<file path="config.mk">
export PLATFORM = sky130hd
export DESIGN_NAME = seq_signed_mul_ctrl
export DESIGN_NICKNAME = d
export VERILOG_FILES = /design/src/rtl/mul_pkg.sv /design/src/rtl/mul_step_row.sv /design/src/rtl/seq_signed_mul_ctrl.sv
export SDC_FILE = /design/constraint.sdc
export NUM_CORES = 1
export LEC_CHECK = 0
export ABC_CLOCK_PERIOD_IN_PS = 3300
export BUFFER_PORTS_ARGS = -buffer_cell sky130_fd_sc_hd__buf_2
export CAP_MARGIN = 10
export CORE_MARGIN = 5
export CORE_UTILIZATION = 54
export CTS_CLUSTER_DIAMETER = 50
export DETAILED_ROUTE_END_ITERATION = 10
export HOLD_SLACK_MARGIN = 0.05
export PLACE_DENSITY = 0.85
export SLEW_MARGIN = 0
export SYNTH_ARGS = -nofsm -noshare
export SYNTH_HDL_FRONTEND = slang
export SYNTH_HIERARCHICAL = 1
export SYNTH_SLANG_ARGS = --single-unit
</file>
<file path="constraint.sdc">
create_clock -name clk -period 3.3 [get_ports clk]
set_clock_uncertainty 0.1 [all_clocks]
set_input_delay 0.165 -clock clk [delete_from_list [all_inputs] [get_ports clk]]
set_output_delay 0.165 -clock clk [all_outputs]
set_load 0.01 [all_outputs]
</file>
<file path="src/rtl/mul_pkg.sv">
// Shared definitions for the sequential signed multiplier: FSM encoding, counter sizing,
// and the SEQ_MUL_EARLY_TERM_EN build switch (early termination on zero remaining multiplier bits).
package mul_pkg;

    typedef enum logic [1:0] {
        IDLE = 2'd0,
        RUN  = 2'd1,
        DONE = 2'd2
    } state_e;

    // Counter must hold WIDTH itself, since it reaches WIDTH on the final step.
    function automatic int step_cnt_w(input int width);
        return $clog2(width + 1);
    endfunction

`ifdef SEQ_MUL_EARLY_TERM_EN
    localparam bit EARLY_TERM_EN = 1'b1;
`else
    localparam bit EARLY_TERM_EN = 1'b0;
`endif

endpackage

</file>
<file path="src/rtl/mul_step_row.sv">
// Single sign-extending add/subtract row shared by every partial product.
// The sum is WIDTH+1 bits wide so the signed sum is exact and cannot overflow.
module mul_step_row #(
    parameter int WIDTH = 8
) (
    input  logic [WIDTH-1:0] acc_hi_i,
    input  logic [WIDTH-1:0] a_i,
    input  logic             en_i,
    input  logic             sub_i,
    output logic [WIDTH:0]   sum_o
);

    logic [WIDTH:0] acc_ext;
    logic [WIDTH:0] a_ext;
    logic [WIDTH:0] addend;
    logic [WIDTH:0] cin;

    assign acc_ext = {acc_hi_i[WIDTH-1], acc_hi_i};
    assign a_ext   = {a_i[WIDTH-1], a_i};

    // Subtraction as add of the inverted operand with a carry-in of one.
    always_comb begin
        addend = '0;
        cin    = '0;
        if (en_i) begin
            addend = sub_i ? ~a_ext : a_ext;
            cin    = {{WIDTH{1'b0}}, sub_i};
        end
    end

    assign sum_o = acc_ext + addend + cin;

endmodule

</file>
<file path="src/rtl/seq_signed_mul_ctrl.sv">
// Radix-2 shift-add two's-complement multiplier with valid/ready handshakes on both sides.
// Define SEQ_MUL_EARLY_TERM_EN to finish early once the remaining multiplier bits are all zero.
module seq_signed_mul_ctrl
    import mul_pkg::*;
#(
    parameter int WIDTH = 8
) (
    input  logic               clk,
    input  logic               reset,
    input  logic               in_valid,
    output logic               in_ready,
    input  logic [WIDTH-1:0]   multiplicand,
    input  logic [WIDTH-1:0]   multiplier,
    output logic               out_valid,
    input  logic               out_ready,
    output logic [2*WIDTH-1:0] product,
    output logic               busy
);

    localparam int CW = step_cnt_w(WIDTH);

    state_e           state_q;
    logic [WIDTH-1:0] a_q;
    logic [WIDTH-1:0] acc_q;
    logic [WIDTH-1:0] q_q;
    logic [CW-1:0]    step_q;
    logic             in_ready_q;
    logic             out_valid_q;
    logic             busy_q;

    logic [WIDTH:0]   sum;
    logic             last_step;
    logic             early_d;
    logic [WIDTH-1:0] acc_d;
    logic [WIDTH-1:0] q_d;

    // The multiplier MSB has negative weight, so the last step subtracts.
    assign last_step = (step_q == CW'(WIDTH - 1));

    mul_step_row #(.WIDTH(WIDTH)) u_row (
        .acc_hi_i (acc_q),
        .a_i      (a_q),
        .en_i     (q_q[0]),
        .sub_i    (last_step),
        .sum_o    (sum)
    );

`ifdef SEQ_MUL_EARLY_TERM_EN
    logic [WIDTH-1:0]   rem_mask;
    logic [2*WIDTH-1:0] shifted;

    // Unprocessed multiplier bits sit at the bottom of Q, WIDTH-step of them.
    assign rem_mask = {WIDTH{1'b1}} >> step_q;
    assign shifted  = $signed({acc_q, q_q}) >>> (CW'(WIDTH) - step_q);

    always_comb begin
        acc_d   = sum[WIDTH:1];
        q_d     = {sum[0], q_q[WIDTH-1:1]};
        early_d = 1'b0;
        if ((q_q & rem_mask) == '0) begin
            early_d      = 1'b1;
            {acc_d, q_d} = shifted;
        end
    end
`else
    always_comb begin
        acc_d   = sum[WIDTH:1];
        q_d     = {sum[0], q_q[WIDTH-1:1]};
        early_d = 1'b0;
    end
`endif

    always_ff @(posedge clk) begin
        if (reset) begin
            state_q     <= IDLE;
            a_q         <= '0;
            acc_q       <= '0;
            q_q         <= '0;
            step_q      <= '0;
            in_ready_q  <= 1'b1;
            out_valid_q <= 1'b0;
            busy_q      <= 1'b0;
        end else begin
            case (state_q)
                IDLE: begin
                    if (in_valid && in_ready_q) begin
                        a_q        <= multiplicand;
                        q_q        <= multiplier;
                        acc_q      <= '0;
                        step_q     <= '0;
                        in_ready_q <= 1'b0;
                        busy_q     <= 1'b1;
                        state_q    <= RUN;
                    end
                end
                RUN: begin
                    acc_q  <= acc_d;
                    q_q    <= q_d;
                    step_q <= step_q + CW'(1);
                    if (last_step || early_d) begin
                        busy_q      <= 1'b0;
                        out_valid_q <= 1'b1;
                        state_q     <= DONE;
                    end
                end
                DONE: begin
                    if (out_ready) begin
                        out_valid_q <= 1'b0;
                        in_ready_q  <= 1'b1;
                        state_q     <= IDLE;
                    end
                end
                default: begin
                    in_ready_q  <= 1'b1;
                    out_valid_q <= 1'b0;
                    busy_q      <= 1'b0;
                    state_q     <= IDLE;
                end
            endcase
        end
    end

    assign in_ready  = in_ready_q;
    assign out_valid = out_valid_q;
    assign busy      = busy_q;
    assign product   = {acc_q, q_q};

endmodule
</file>
==> results of run 1 <==
[kinds of logic (layout without fill, tap and decap cells)]
group | after synthesis | after routing | share of synthesized area
XOR/XNOR | 13 | 13 | 0.06373
flip-flops | 33 | 33 | 0.3697
buffers and inverters | 20 | 74 | 0.06162
AO/OA/AOI/OAI | 62 | 62 | 0.2619
adder cells (fa/ha/maj) | 10 | 10 | 0.07843
AND/OR/NAND/NOR | 51 | 51 | 0.1646
[worst register-to-register path, stage by stage, from the launching register on]
cell and delay [ns]:
sky130_fd_sc_hd__dfxtp_1 0.35, sky130_fd_sc_hd__ha_1 0.22, sky130_fd_sc_hd__nand3b_1 0.13, sky130_fd_sc_hd__inv_1 0.08
sky130_fd_sc_hd__xor2_1 0.15, sky130_fd_sc_hd__and2_1 0.17, sky130_fd_sc_hd__fa_1 0.47, sky130_fd_sc_hd__fa_1 0.43
sky130_fd_sc_hd__a21oi_1 0.17, sky130_fd_sc_hd__nor2b_1 0.08, sky130_fd_sc_hd__a31oi_1 0.19, sky130_fd_sc_hd__xnor2_1 0.08
sky130_fd_sc_hd__a22o_1 0.19
[power by group]
part | internal [uW] | switching [uW] | total (uW)
Clock | 181 | 141 | 322
Combinational | 71.7 | 75.4 | 147
Sequential | 422 | 23.2 | 446
Total | 675 | 240 | 915
[stage by stage]
step | worst slack, ns | area, um2 | total power (uW) | utilization | cells
2_1_floorplan | 0.3830 | 1787 | 540.7 | - | 189
5_1_grt | 0.2532 | 2227 | 959.8 | 0.7177 | 287
3_5_place_dp | 0.4396 | 1972 | 581.2 | 0.6355 | 262
3_3_place_gp | 0.4867 | 1972 | 577.9 | 0.6355 | 262
4_1_cts | 0.4106 | 2227 | 917.8 | 0.7177 | 287
6_report | 0.3893 | 2227 | 914.5 | 0.7177 | 287
[flip-flops by register name (all words and copies together) (netlist names)]
signal	flops
a_q	8
acc_q	8
busy	1
in_ready	1
out_valid	1
q_q	8
state_q	2
step_q	4
[layout make-up]
cell class	count	area, um2	share of cell area
multi-input combinational	136	1016	0.4562
clock inverter	1	30.03	0.01348
clock buffer	7	55.05	0.02472
tap	44	55.05	0.02472
sequential	33	660.6	0.2966
inverter	10	42.54	0.01910
timing repair buffer	56	367.9	0.1652
[Yosys cell counts, types with 3 or more instances]
| cell | n | area share |
|---|---|---|
| sky130_fd_sc_hd__a21o_1 | 4 | 0.017 |
| sky130_fd_sc_hd__a21oi_1 | 24 | 0.067 |
| sky130_fd_sc_hd__a22o_1 | 9 | 0.044 |
| sky130_fd_sc_hd__and2_1 | 9 | 0.032 |
| sky130_fd_sc_hd__buf_2 | 3 | 0.0084 |
| sky130_fd_sc_hd__buf_4 | 3 | 0.013 |
| sky130_fd_sc_hd__dfxtp_1 | 33 | 0.37 |
| sky130_fd_sc_hd__ha_1 | 8 | 0.056 |
| sky130_fd_sc_hd__inv_1 | 9 | 0.019 |
| sky130_fd_sc_hd__nand2_1 | 18 | 0.038 |
| sky130_fd_sc_hd__nor2_1 | 6 | 0.013 |
| sky130_fd_sc_hd__nor2b_1 | 3 | 0.011 |
| sky130_fd_sc_hd__o21ai_0 | 5 | 0.014 |
| sky130_fd_sc_hd__o221a_2 | 8 | 0.050 |
| sky130_fd_sc_hd__xnor2_1 | 4 | 0.020 |
| sky130_fd_sc_hd__xor2_1 | 9 | 0.044 |
[worst paths after layout]
path / startpoint / endpoint / slack [ns] / cells past startpoint
worst max-delay path: step_q[0]$_SDFFE_PP0P_ / acc_q[5]$_SDFFE_PP0P_ / 0.39 / 12
worst min register to register: a_q[0]$_SDFFE_PP0P_ / a_q[0]$_SDFFE_PP0P_ / 0.38 / 2
worst min-delay path: in_valid / in_ready$_SDFFE_PP1P_ / 0.12 / 3
worst max register to register: step_q[0]$_SDFFE_PP0P_ / acc_q[5]$_SDFFE_PP0P_ / 0.39 / 12
[routing by layer]
metal,up-vias,wire (um),track usage
met5,-,0,0
met1,739,1820,0.2705
met3,7,180,0.06489
li1,782,-,-
met4,0,54,0.06835
met2,27,2211,0.3584
[repair_timing]
| action | CTS | global route |
|---|---|---|
| setup buffers | 0 | 0 |
| hold buffers | 17 | 0 |
| setup endpoints to repair | 0 | 0 |
| resized for setup | 0 | 0 |
| hold endpoints to repair | 17 | 0 |
==> impl_results.rst, run 1 <==
.. list-table::
   :header-rows: 1

   * - Metric
     - Value
   * - Aggregate negative setup slack
     - 0 ns
   * - Number of instances in the synthesized netlist
     - approximately 190
   * - Fraction of layout cells with a size suffix above 1
     - 0.2675
   * - Endpoint class of the critical path
     - flip-flop
   * - Die ar.
     - between 0.004 and 0.005 mm2
   * - Average cell area after synthesis
     - 9.454 um2
   * - Post-synthesis sequential element count
     - 33
   * - Maximum fanout along the worst path
     - 4
   * - Clock slew at reported path FFs
     - 0.10 ns
   * - Worst-skew pair later-pin latency
     - roughly 0.36 ns
   * - Total number of yosys warnings
     - 6
   * - Async set or reset register ratio after synthesis
     - 0
   * - Global route total overflow
     - 0
   * - Most frequent cells in the layout
     - sky130_fd_sc_hd__buf_2 (38), sky130_fd_sc_hd__dfxtp_1 (33), sky130_fd_sc_hd__a21oi_1 (24), sky130_fd_sc_hd__nand2_1 (18), sky130_fd_sc_hd__dlygate4sd3_1 (17)
   * - Crit path top cell by count
     - sky130_fd_sc_hd__fa_1
   * - Number of maximum-capacitance violations
     - 0
   * - Drt first-iter violations
     - slightly above 90
   * - Outcome
     - finished clean
   * - Clock tree from TritonCTS
     - done
   * - Hold Fails Final Rpt
     - 0
   * - Required time reported for the critical path endpoint
     - 3.45 ns
   * - Boundary Pins
     - 39
   * - Fillcell total
     - around 250
   * - Slew headroom
     - 0.4903
   * - Remaining DRCs
     - 0
   * - H-tree levels
     - 2
   * - Worst-margin pin slew
     - 0.7602 ns
   * - Total routing resource utilization after global routing
     - 0.2174
   * - Routability cong.
     - 0.8244
   * - WP data arrival
     - roughly 3.1 ns
   * - Number of nets still failing antenna checks after routing
     - 0
   * - Syn Nets
     - approximately 220
   * - Post-route fraction of the period consumed by the critical path
     - 0.8820
   * - Final-stage net count
     - between 200 and 300
   * - DP Wirelength
     - 2739 um
   * - Kind of path behind the tightest hold check
     - input port to flip-flop
   * - Number of enable-type register cells in the synthesized netlist
     - 0
   * - Static leakage
     - ~0.0011 uW
   * - Number of diodes
     - 0
   * - Series of cell instances along the critical path
     - ha_1 > nand3b_1 > inv_1 > xor2_1 > and2_1 > fa_1 > fa_1 > a21oi_1 > nor2b_1 > a31oi_1 > xnor2_1 > a22o_1
   * - Ys flop type
     - sky130_fd_sc_hd__dfxtp_1
   * - Core outline area
     - 0.003103 mm2
   * - Number of global-route vias before repair
     - between 1500 and 2000
   * - Vert. Die Dim
     - between 60 and 70 um
   * - Maximum buffer depth of the clock tree
     - 2
   * - Kind of start point of the critical path
     - flip-flop
   * - CTS Buf Count
     - 5
   * - Global-route wire length before repair
     - roughly 7300 um
   * - Worst setup path category
     - flip-flop to flip-flop
   * - Buf/Inv on CP
     - 1
   * - Initial antenna violation count
     - 0
   * - Cell row count
     - 20
   * - Most common cell after layout, fill and taps aside
     - sky130_fd_sc_hd__buf_2
   * - Root Buffer Master
     - sky130_fd_sc_hd__clkbuf_4
   * - Achievable Freq
     - approximately 340 MHz
   * - Overall via count from detail_route
     - 1555
   * - Ratio of total power to cell area
     - between 400 and 500 mW/mm2
   * - Detailed Routing Iterations Pass 1
     - 4
   * - Final-report max-slew violation count
     - 0
   * - Unrepaired setup endpoints after global routing
     - false
   * - Largest stage delay, worst path
     - ~0.47 ns
   * - Yosys cell types
     - 39
   * - Worst Hold Slack
     - approximately 0.12 ns
   * - Sequential area share after synthesis
     - 0.3697
   * - Die extent in x
     - ~68 um
   * - Detailed Route WL
     - around 4300 um
   * - DR WL/cell
     - about 15 um
   * - Avg Vias per Cell
     - around 5.4
   * - Max rail drop VDD
     - 0.2400 mV
   * - Final setup violation count
     - 0
   * - Maximum number of pins on one net before global-route repair
     - 26
   * - Critical path's slowest cell
     - sky130_fd_sc_hd__fa_1
   * - Synthesis-to-finish area growth
     - 24.65%
   * - Cell family with most CP delay
     - adder cells
   * - Clock tree sinks
     - 33
   * - Shortest period the worst path allows
     - roughly 2.9 ns
   * - Initial standard-cell utilization of the core
     - 0.5758
   * - I/O Buffers
     - 38
   * - Total standard cell area after synthesis
     - around 0.0018 mm2
(Power assumes the default switching activity.)
==> run 2: changes to the inputs <==
- CORE_MARGIN: 5 -> 1
==> run 2 against run 1 <==
Compared with the run above:
- count of clock-buffer cells in the layout did not move
- sequential cell count stayed put
- power shrank 6.3%
- wire length decreased by 4.3%
- combinational power about the same
- via count is essentially flat
- hold slack better by 0.013 ns
- register-to-register slack about the same
- die area fell by 22%
- critical path depth unchanged
- sequential power is essentially flat
- critical path type unchanged
- critical endpoint unchanged
==> impl_results.rst, run 2 (synthesis gave the netlist of run 1 again) <==
.. list-table::
   :header-rows: 1

   * - Metric
     - Value
   * - Most frequent cells in the layout
     - sky130_fd_sc_hd__buf_2 (38), sky130_fd_sc_hd__dfxtp_1 (33), sky130_fd_sc_hd__a21oi_1 (24), sky130_fd_sc_hd__nand2_1 (18), sky130_fd_sc_hd__dlygate4sd3_1 (17)
   * - Multi-input gate area
     - 0.001016 mm2 (unchanged)
   * - Avg Vias per Cell
     - 5.415 (about the same)
   * - Crit Reg-Reg Startpoint
     - step_q[0]$_SDFFE_PP0P_
   * - Post-route fraction of the period consumed by the critical path
     - 0.8843 (+0.002291)
   * - Initial antenna violation count
     - 0 (unchanged)
   * - Required time reported for the critical path endpoint
     - 3.46 ns (about the same)
   * - Die extent in x
     - 59.52 um (-12%)
   * - Top Registers
     - a_q x8, acc_q x8, q_q x8
   * - Total routing resource utilization after global routing
     - 0.2581 (+0.04073)
   * - Synthesis-to-finish area growth
     - 23.81%
   * - Worst-skew pair later-pin latency
     - 0.35 ns (about the same)
   * - Met2 Resource Use GR
     - 0.4173 (+0.05889)
   * - Number of diodes
     - 0 (unchanged)
   * - Number of instances on the worst hold path
     - 3 (unchanged)
   * - Clock tree sinks
     - 33 (unchanged)
   * - Boundary Pins
     - 39 (unchanged)
   * - CTS Buf Count
     - 5 (unchanged)
   * - Crit path top cell by count
     - sky130_fd_sc_hd__fa_1
   * - Met1 Usage GRT
     - 0.3189 (+0.04843)
   * - Static leakage
     - 0.001073 uW (-0.39%)
   * - Number of instances resized during post-cts repair
     - 0 (unchanged)
   * - Worst Min Path Start
     - in_valid
   * - Number of maximum-capacitance violations
     - 0 (unchanged)
   * - Fillcell total
     - 253 (+3.3%)
   * - Maximum fanout along the worst path
     - 4 (unchanged)
   * - Routability cong.
     - 0.8388 (+1.7%)
   * - Worst setup path startpoint
     - step_q[0]$_SDFFE_PP0P_
   * - Endpoint class of the critical path
     - flip-flop
   * - Max rail drop VDD
     - 0.2479 mV (+3.3%)
   * - Final Total Pwr
     - 857.0 uW (-6.3%)
   * - H-tree levels
     - 2 (unchanged)
   * - Overall via count from detail_route
     - 1554 (-0.064%)
   * - Root Buffer Master
     - sky130_fd_sc_hd__clkbuf_4
   * - Core outline area
     - 0.003103 mm2 (unchanged)
   * - Kind of start point of the critical path
     - flip-flop
   * - Final-stage net count
     - 272 (unchanged)
   * - WP data arrival
     - 3.08 ns (+0.02 ns)
   * - Final-report max-slew violation count
     - 0 (unchanged)
   * - Slew headroom
     - 0.4755 (-0.01482)
   * - Cell row count
     - 20 (unchanged)
   * - Remaining DRCs
     - 0 (unchanged)
   * - Die ar.
     - 0.003543 mm2 (-22%)
   * - Outcome
     - finished clean
   * - Clock tree from TritonCTS
     - done
   * - Global-route wire length before repair
     - 6534 um (-10%)
   * - Hold Fails Final Rpt
     - 0 (unchanged)
   * - DP Wirelength
     - 2582 um (-5.7%)
   * - Unrepaired setup endpoints after global routing
     - false
   * - Detailed Routing Iterations Pass 1
     - 5 (+1)
   * - Drt first-iter violations
     - 98 (+5.4%)
   * - Series of cell instances along the critical path
     - ha_1 > nand3b_1 > inv_1 > xor2_1 > and2_1 > fa_1 > fa_1 > a21oi_1 > nor2b_1 > a31oi_1 > xnor2_1 > a22o_1
   * - DR WL/cell
     - 14.23 um (-4.3%)
   * - Kind of path behind the tightest hold check
     - input port to flip-flop
   * - Combined flip-flop and latch cell area
     - 660.6 um2 (unchanged)
   * - I/O Buffers
     - 38 (unchanged)
   * - Worst-margin pin slew
     - 0.7823 ns (+0.02210 ns)
   * - Number of global-route vias before repair
     - 1441 (-4.3%)
   * - Largest stage delay, worst path
     - 0.47 ns (about the same)
   * - Initial standard-cell utilization of the core
     - 0.5758 (unchanged)
   * - Clock slew at reported path FFs
     - 0.11 ns (about the same)
   * - Achievable Freq
     - 342.7 MHz (-0.26%)
   * - Shortest period the worst path allows
     - 2.918 ns (+0.007560 ns)
   * - Global route total overflow
     - 0 (unchanged)
   * - Fraction of layout cells with a size suffix above 1
     - 0.2716 (+0.004115)
   * - Worst setup path category
     - flip-flop to flip-flop
   * - Ratio of total power to cell area
     - 387.4 mW/mm2 (-5.7%)
   * - Post CTS Setup Buffer Count
     - 0 (unchanged)
   * - Detailed Route WL
     - 4083 um (-4.3%)
   * - Aggregate negative setup slack
     - 0 ns (unchanged)
   * - Vert. Die Dim
     - 59.52 um (-12%)
   * - Final setup violation count
     - 0 (unchanged)
   * - Number of nets still failing antenna checks after routing
     - 0 (unchanged)
   * - Maximum number of pins on one net before global-route repair
     - 26 (unchanged)
   * - Worst reg-to-reg path cell count
     - 12 (unchanged)
   * - Maximum buffer depth of the clock tree
     - 2 (unchanged)
   * - Setup slack, reg-to-reg
     - 0.38 ns (about the same)
   * - Most utilized layer in the global route result
     - met2
   * - Critical path's slowest cell
     - sky130_fd_sc_hd__fa_1
   * - Most common cell after layout, fill and taps aside
     - sky130_fd_sc_hd__buf_2
   * - M3 GR Usage
     - 0.05459 (-0.01031)
run 2: cell types whose count changed in the layout (fill, tap and decap cells not counted), sizes merged:
cell    previous run  this run
bufinv             1         0
clkinv             0         1
run 2: through the flow:
step / worst slack (ns) / area, um2 / cells / util / hold WS, ns
after floorplan: 0.3830 / 1787 / 189 / - / 0.2010
after global placement: 0.4860 / 1972 / 262 / 0.6355 / 0.3106
after detailed placement: 0.3990 / 1972 / 262 / 0.6355 / 0.3175
after CTS: 0.3773 / 2212 / 287 / 0.7129 / 0.1280
after global routing: 0.1945 / 2212 / 287 / 0.7129 / 0.1698
final: 0.3817 / 2212 / 287 / 0.7129 / 0.1366
run 2: layer usage:
| metal | up-vias | wire length (um) |
|---|---|---|
| li1 | 783 | - |
| met5 | - | 0 |
| met1 | 720 | 1770 |
| met2 | 38 | 2033 |
| met3 | 13 | 170 |
| met4 | 0 | 108 |
run 2: repair_timing:
action                                 4_1_cts  5_1_grt
hold buffers                                17        0
setup endpoints to repair                    0        0
endpoints found under the hold margin       17        0
run 2: final timing paths:
check / end
worst max-delay path: acc_q[5]$_SDFFE_PP0P_
worst min-delay path: in_ready$_SDFFE_PP1P_
worst max register to register: acc_q[5]$_SDFFE_PP0P_
worst min register to register: a_q[3]$_SDFFE_PP0P_
run 2: area by class of cell:
class                   count  share of cell area
multi-input cells         136              0.4593
flip-flops and latches     33              0.2986
repair buffers             56              0.1663
clock buffers               7             0.02941
well taps                  44             0.02489
inverters                  10             0.01923
clock inverters             1            0.002262
run 2: critical path, delay by kind of cell (launching register included):
| family | cells | cell delay, ns |
|---|---|---|
| AND/OR/NAND/NOR | 3 | 0.38 |
| XOR/XNOR | 2 | 0.23 |
| flip-flops | 1 | 0.34 |
| AO/OA/AOI/OAI | 3 | 0.56 |
| buffers and inverters | 1 | 0.08 |
| adder cells (fa/ha/maj) | 3 | 1.12 |
run 2: power by group:
group	leakage, uW	switching [uW]	total, uW	internal, uW
Combinational	0.000761	74.1	146	71.8
Sequential	0.000270	22.8	445	422
Clock	0.0000413	143	266	123
Total	0.00107	239	857	618
==> run 3: changes to the inputs <==
- ABC_AREA: not set -> 1
- CORE_UTILIZATION: 54 -> 55
- PLACE_DENSITY: 0.85 -> 0.86
==> run 3 against run 2 <==
Compared with the run above:
- critical path depth is 2 higher
- final cell count is 35% higher
- count of clock-buffer cells in the layout stayed put
- register-to-register slack better by 0.24 ns
- die area is 6.7% higher
- non-clock buffer count is 7 lower
- final area is 1.8% higher
- setup slack better by 0.24 ns
- power is 3.2% higher
- global-route usage is 1.7 points lower
- synthesized cell count is 58% higher
- wire length is 1.7% higher
==> impl_results.rst, run 3 <==
.. list-table::
   :header-rows: 1

   * - Metric
     - Value
   * - Most frequently used cell type in the post-synthesis netlist
     - sky130_fd_sc_hd__nand2_1
   * - Maximum number of pins on one net before global-route repair
     - 38 (+46%)
   * - Number of nets still failing antenna checks after routing
     - 0 (unchanged)
   * - Aggregate negative setup slack
     - 0 ns (unchanged)
   * - Worst-margin pin slew
     - 0.6329 ns (-0.1494 ns)
   * - Number of global-route vias before repair
     - 1581 (+9.7%)
   * - Post-synthesis sequential element count
     - 33 (unchanged)
   * - Routability cong.
     - 0.8766 (+4.5%)
   * - Clock slew at reported path FFs
     - 0.10 ns (about the same)
   * - Critical path's slowest cell
     - sky130_fd_sc_hd__fa_1
   * - Final-stage net count
     - 372 (+37%)
   * - Yosys cell types
     - 23 (-41%)
   * - Maximum buffer depth of the clock tree
     - 2 (unchanged)
   * - DR WL/cell
     - 10.70 um (-25%)
   * - Total routing resource utilization after global routing
     - 0.2414 (-0.01668)
   * - Top Registers
     - a_q x8, acc_q x8, q_q x8
   * - Slew headroom
     - 0.5766 (+0.1011)
   * - Ratio of total power to cell area
     - 392.8 mW/mm2 (+1.4%)
   * - Root Buffer Master
     - sky130_fd_sc_hd__clkbuf_4
   * - Worst-skew pair later-pin latency
     - 0.33 ns (-0.02 ns)
   * - Most frequent cells in the layout
     - sky130_fd_sc_hd__nand2_1 (82), sky130_fd_sc_hd__nor2_1 (54), sky130_fd_sc_hd__buf_2 (38), sky130_fd_sc_hd__dfxtp_1 (33), sky130_fd_sc_hd__nand3_1 (28)
   * - Final design instance area without fill
     - 0.002251 mm2 (+1.8%)
   * - Sequential area share after synthesis
     - 0.3395 (-0.03020)
   * - I/O Buffers
     - 38 (unchanged)
   * - Final-report max-slew violation count
     - 0 (unchanged)
   * - Largest stage delay, worst path
     - 0.42 ns (-0.05 ns)
   * - Max rail drop VDD
     - 0.3163 mV (+28%)
   * - Series of cell instances along the critical path
     - ha_1 > nand2_1 > nor2_1 > nand2_1 > nand2_1 > nor2_1 > fa_1 > fa_1 > nand2_1 > nand2_1 > nand2_1 > xnor2_1 > nand2_1 > a21oi_1
   * - Detailed Route WL
     - 4153 um (+1.7%)
   * - Clock tree from TritonCTS
     - done
   * - Maximum fanout along the worst path
     - 5 (+1)
   * - Kind of start point of the critical path
     - flip-flop
   * - Unrepaired setup endpoints after global routing
     - false
   * - Clock tree sinks
     - 33 (unchanged)
   * - Post-route fraction of the period consumed by the critical path
     - 0.8123 (-0.07202)
   * - Synthesis-to-finish area growth
     - 15.69%
   * - Most instantiated cells after synthesis
     - sky130_fd_sc_hd__nand2_1 (82), sky130_fd_sc_hd__nor2_1 (54), sky130_fd_sc_hd__dfxtp_1 (33)
   * - Synth top area cells
     - sky130_fd_sc_hd__dfxtp_1 (34%), sky130_fd_sc_hd__nand2_1 (16%), sky130_fd_sc_hd__nor2_1 (10%)
   * - Area share of the largest cell type after synthesis
     - 0.3395 (-0.03020)
   * - Number of enable-type register cells in the synthesized netlist
     - 0 (unchanged)
   * - Total number of yosys warnings
     - 6 (unchanged)
   * - Leading area contributor after synthesis
     - sky130_fd_sc_hd__dfxtp_1
   * - Vert. Die Dim
     - 61.48 um (+3.3%)
   * - Achievable Freq
     - 373.1 MHz (+8.9%)
   * - Most common cell after layout, fill and taps aside
     - sky130_fd_sc_hd__nand2_1
   * - Fillcell total
     - 319 (+26%)
   * - Shortest period the worst path allows
     - 2.681 ns (-0.2377 ns)
   * - Buf/Inv on CP
     - 0 (-1)
   * - Cell row count
     - 21 (+5.0%)
   * - Global-route wire length before repair
     - 6644 um (+1.7%)
   * - Cell family with most CP delay
     - adder cells
   * - Number of maximum-capacitance violations
     - 0 (unchanged)
   * - Placed Area
     - 0.002096 mm2 (+6.3%)
   * - Kind of path behind the tightest hold check
     - input port to flip-flop
   * - Async set or reset register ratio after synthesis
     - 0 (unchanged)
   * - Required time reported for the critical path endpoint
     - 3.48 ns (+0.02 ns)
   * - Post CTS Setup Buffer Count
     - 0 (unchanged)
   * - Syn Nets
     - 329 (+50%)
   * - Boundary Pins
     - 39 (unchanged)
   * - Overall via count from detail_route
     - 1947 (+25%)
   * - H-tree levels
     - 2 (unchanged)
   * - Global route total overflow
     - 0 (unchanged)
   * - Setup Slack @ Placement
     - 0.6770 ns (+0.2780 ns)
   * - Initial standard-cell utilization of the core
     - 0.5785 (+0.002690)
   * - Drt first-iter violations
     - 111 (+13%)
   * - Worst setup path category
     - flip-flop to flip-flop
   * - Outcome
     - finished clean
   * - CTS Buf Count
     - 5 (unchanged)
   * - Final worst setup slack
     - 0.6194 ns (+0.2377 ns)
   * - Core outline area
     - 0.003363 mm2 (+8.4%)
   * - Average cell area after synthesis
     - 6.507 um2 (-31%)
   * - Hold buffer count at CTS
     - 10 (-7)
   * - Total standard cell area after synthesis
     - 0.001946 mm2 (+8.9%)
   * - Die extent in x
     - 61.48 um (+3.3%)
   * - Number of diodes
     - 0 (unchanged)
   * - Fraction of layout cells with a size suffix above 1
     - 0.1491 (-0.1225)
   * - Final setup violation count
     - 0 (unchanged)
   * - Hold Fails Final Rpt
     - 0 (unchanged)
   * - Static leakage
     - 0.001130 uW (+5.4%)
   * - Ys flop type
     - sky130_fd_sc_hd__dfxtp_1
   * - Number of instances in the synthesized netlist
     - 299 (+58%)
   * - Initial antenna violation count
     - 0 (unchanged)
   * - Detailed Routing Iterations Pass 1
     - 4 (-1)
   * - Remaining DRCs
     - 0 (unchanged)
   * - Number of instances resized during post-cts repair
     - 0 (unchanged)
   * - WP data arrival
     - 2.86 ns (-0.22 ns)
   * - Crit path top cell by count
     - sky130_fd_sc_hd__nand2_1
   * - DP Wirelength
     - 2830 um (+9.6%)
   * - Avg Vias per Cell
     - 5.018 (-7.3%)
   * - Die ar.
     - 0.003779 mm2 (+6.7%)
   * - Endpoint class of the critical path
     - flip-flop
-- run 3: cell count changes in the layout (fill, tap and decap cells not counted), moves of 4 or more --
| cell | change |
|---|---|
| sky130_fd_sc_hd__nand2_1 | +64 |
| sky130_fd_sc_hd__nor2_1 | +48 |
| sky130_fd_sc_hd__nand3_1 | +26 |
| sky130_fd_sc_hd__inv_1 | +16 |
| sky130_fd_sc_hd__o21ai_0 | +12 |
| sky130_fd_sc_hd__a22o_1 | -9 |
| sky130_fd_sc_hd__and2_1 | -9 |
| sky130_fd_sc_hd__o221a_2 | -8 |
| sky130_fd_sc_hd__xor2_1 | -8 |
| sky130_fd_sc_hd__dlygate4sd3_1 | -7 |
| sky130_fd_sc_hd__a21oi_1 | -5 |
| sky130_fd_sc_hd__a21o_1 | -4 |
-- run 3: final timing paths --
check | depth (start not counted) | start | slack (ns) | endpoint
setup reg to reg | 14 | step_q[0]$_SDFFE_PP0P_ | 0.62 | acc_q[3]$_SDFFE_PP0P_
hold reg to reg | 2 | in_ready$_SDFFE_PP1P_ | 0.41 | in_ready$_SDFFE_PP1P_
setup / recovery | 14 | step_q[0]$_SDFFE_PP0P_ | 0.62 | acc_q[3]$_SDFFE_PP0P_
hold / removal | 5 | multiplier[6] | 0.05 | q_q[6]$_SDFFE_PP0P_
-- run 3: layout make-up --
class / instances / area, um2 / share of cell area
Clock buffer: 7 / 55.05 / 0.02446
Inverter: 28 / 105.1 / 0.04669
Multi-Input combinational cell: 225 / 1075 / 0.4775
Sequential cell: 33 / 660.6 / 0.2935
Tap cell: 46 / 57.56 / 0.02557
Timing Repair Buffer: 49 / 297.8 / 0.1323
-- run 3: worst register-to-register path, delay by kind of cell, from the launching register on --
kind                     cells  cell delay, ns
adder cells (fa/ha/maj)      3            1.02
AND/OR/NAND/NOR              9            0.85
flip-flops                   1            0.40
AO/OA/AOI/OAI                1            0.15
XOR/XNOR                     1            0.13
-- run 3: metrics by stage --
step                  util  power (uW)  cells  hold slack, ns
floorplan                -       614.2    299          0.1341
detailed placement  0.6231       653.1    371          0.3215
global placement    0.6231       648.3    371          0.3136
global route        0.6693       948.9    388         0.06613
CTS                 0.6693       888.4    388         0.05363
finish              0.6693       884.2    388         0.05348
-- run 3: metal layers --
| metal | GRT usage | part of all wire |
|---|---|---|
| met5 | 0 | 0 |
| met4 | 0.05714 | 0.0072 |
| met3 | 0.07773 | 0.048 |
| met2 | 0.3882 | 0.47 |
| met1 | 0.3169 | 0.47 |
-- run 3: kinds of logic (layout without fill, tap and decap cells) --
family,count (synthesis),after routing,synth area share
AO/OA/AOI/OAI,38,38,0.09775
XOR/XNOR,3,3,0.01351
adder cells (fa/ha/maj),10,10,0.07203
buffers and inverters,41,84,0.1080
flip-flops,33,33,0.3395
AND/OR/NAND/NOR,174,174,0.3691
-- run 3: power breakdown --
| part | internal [uW] | switching [uW] |
|---|---|---|
| Clock | 100 | 129 |
| Sequential | 430 | 25.0 |
| Combinational | 77.2 | 122 |
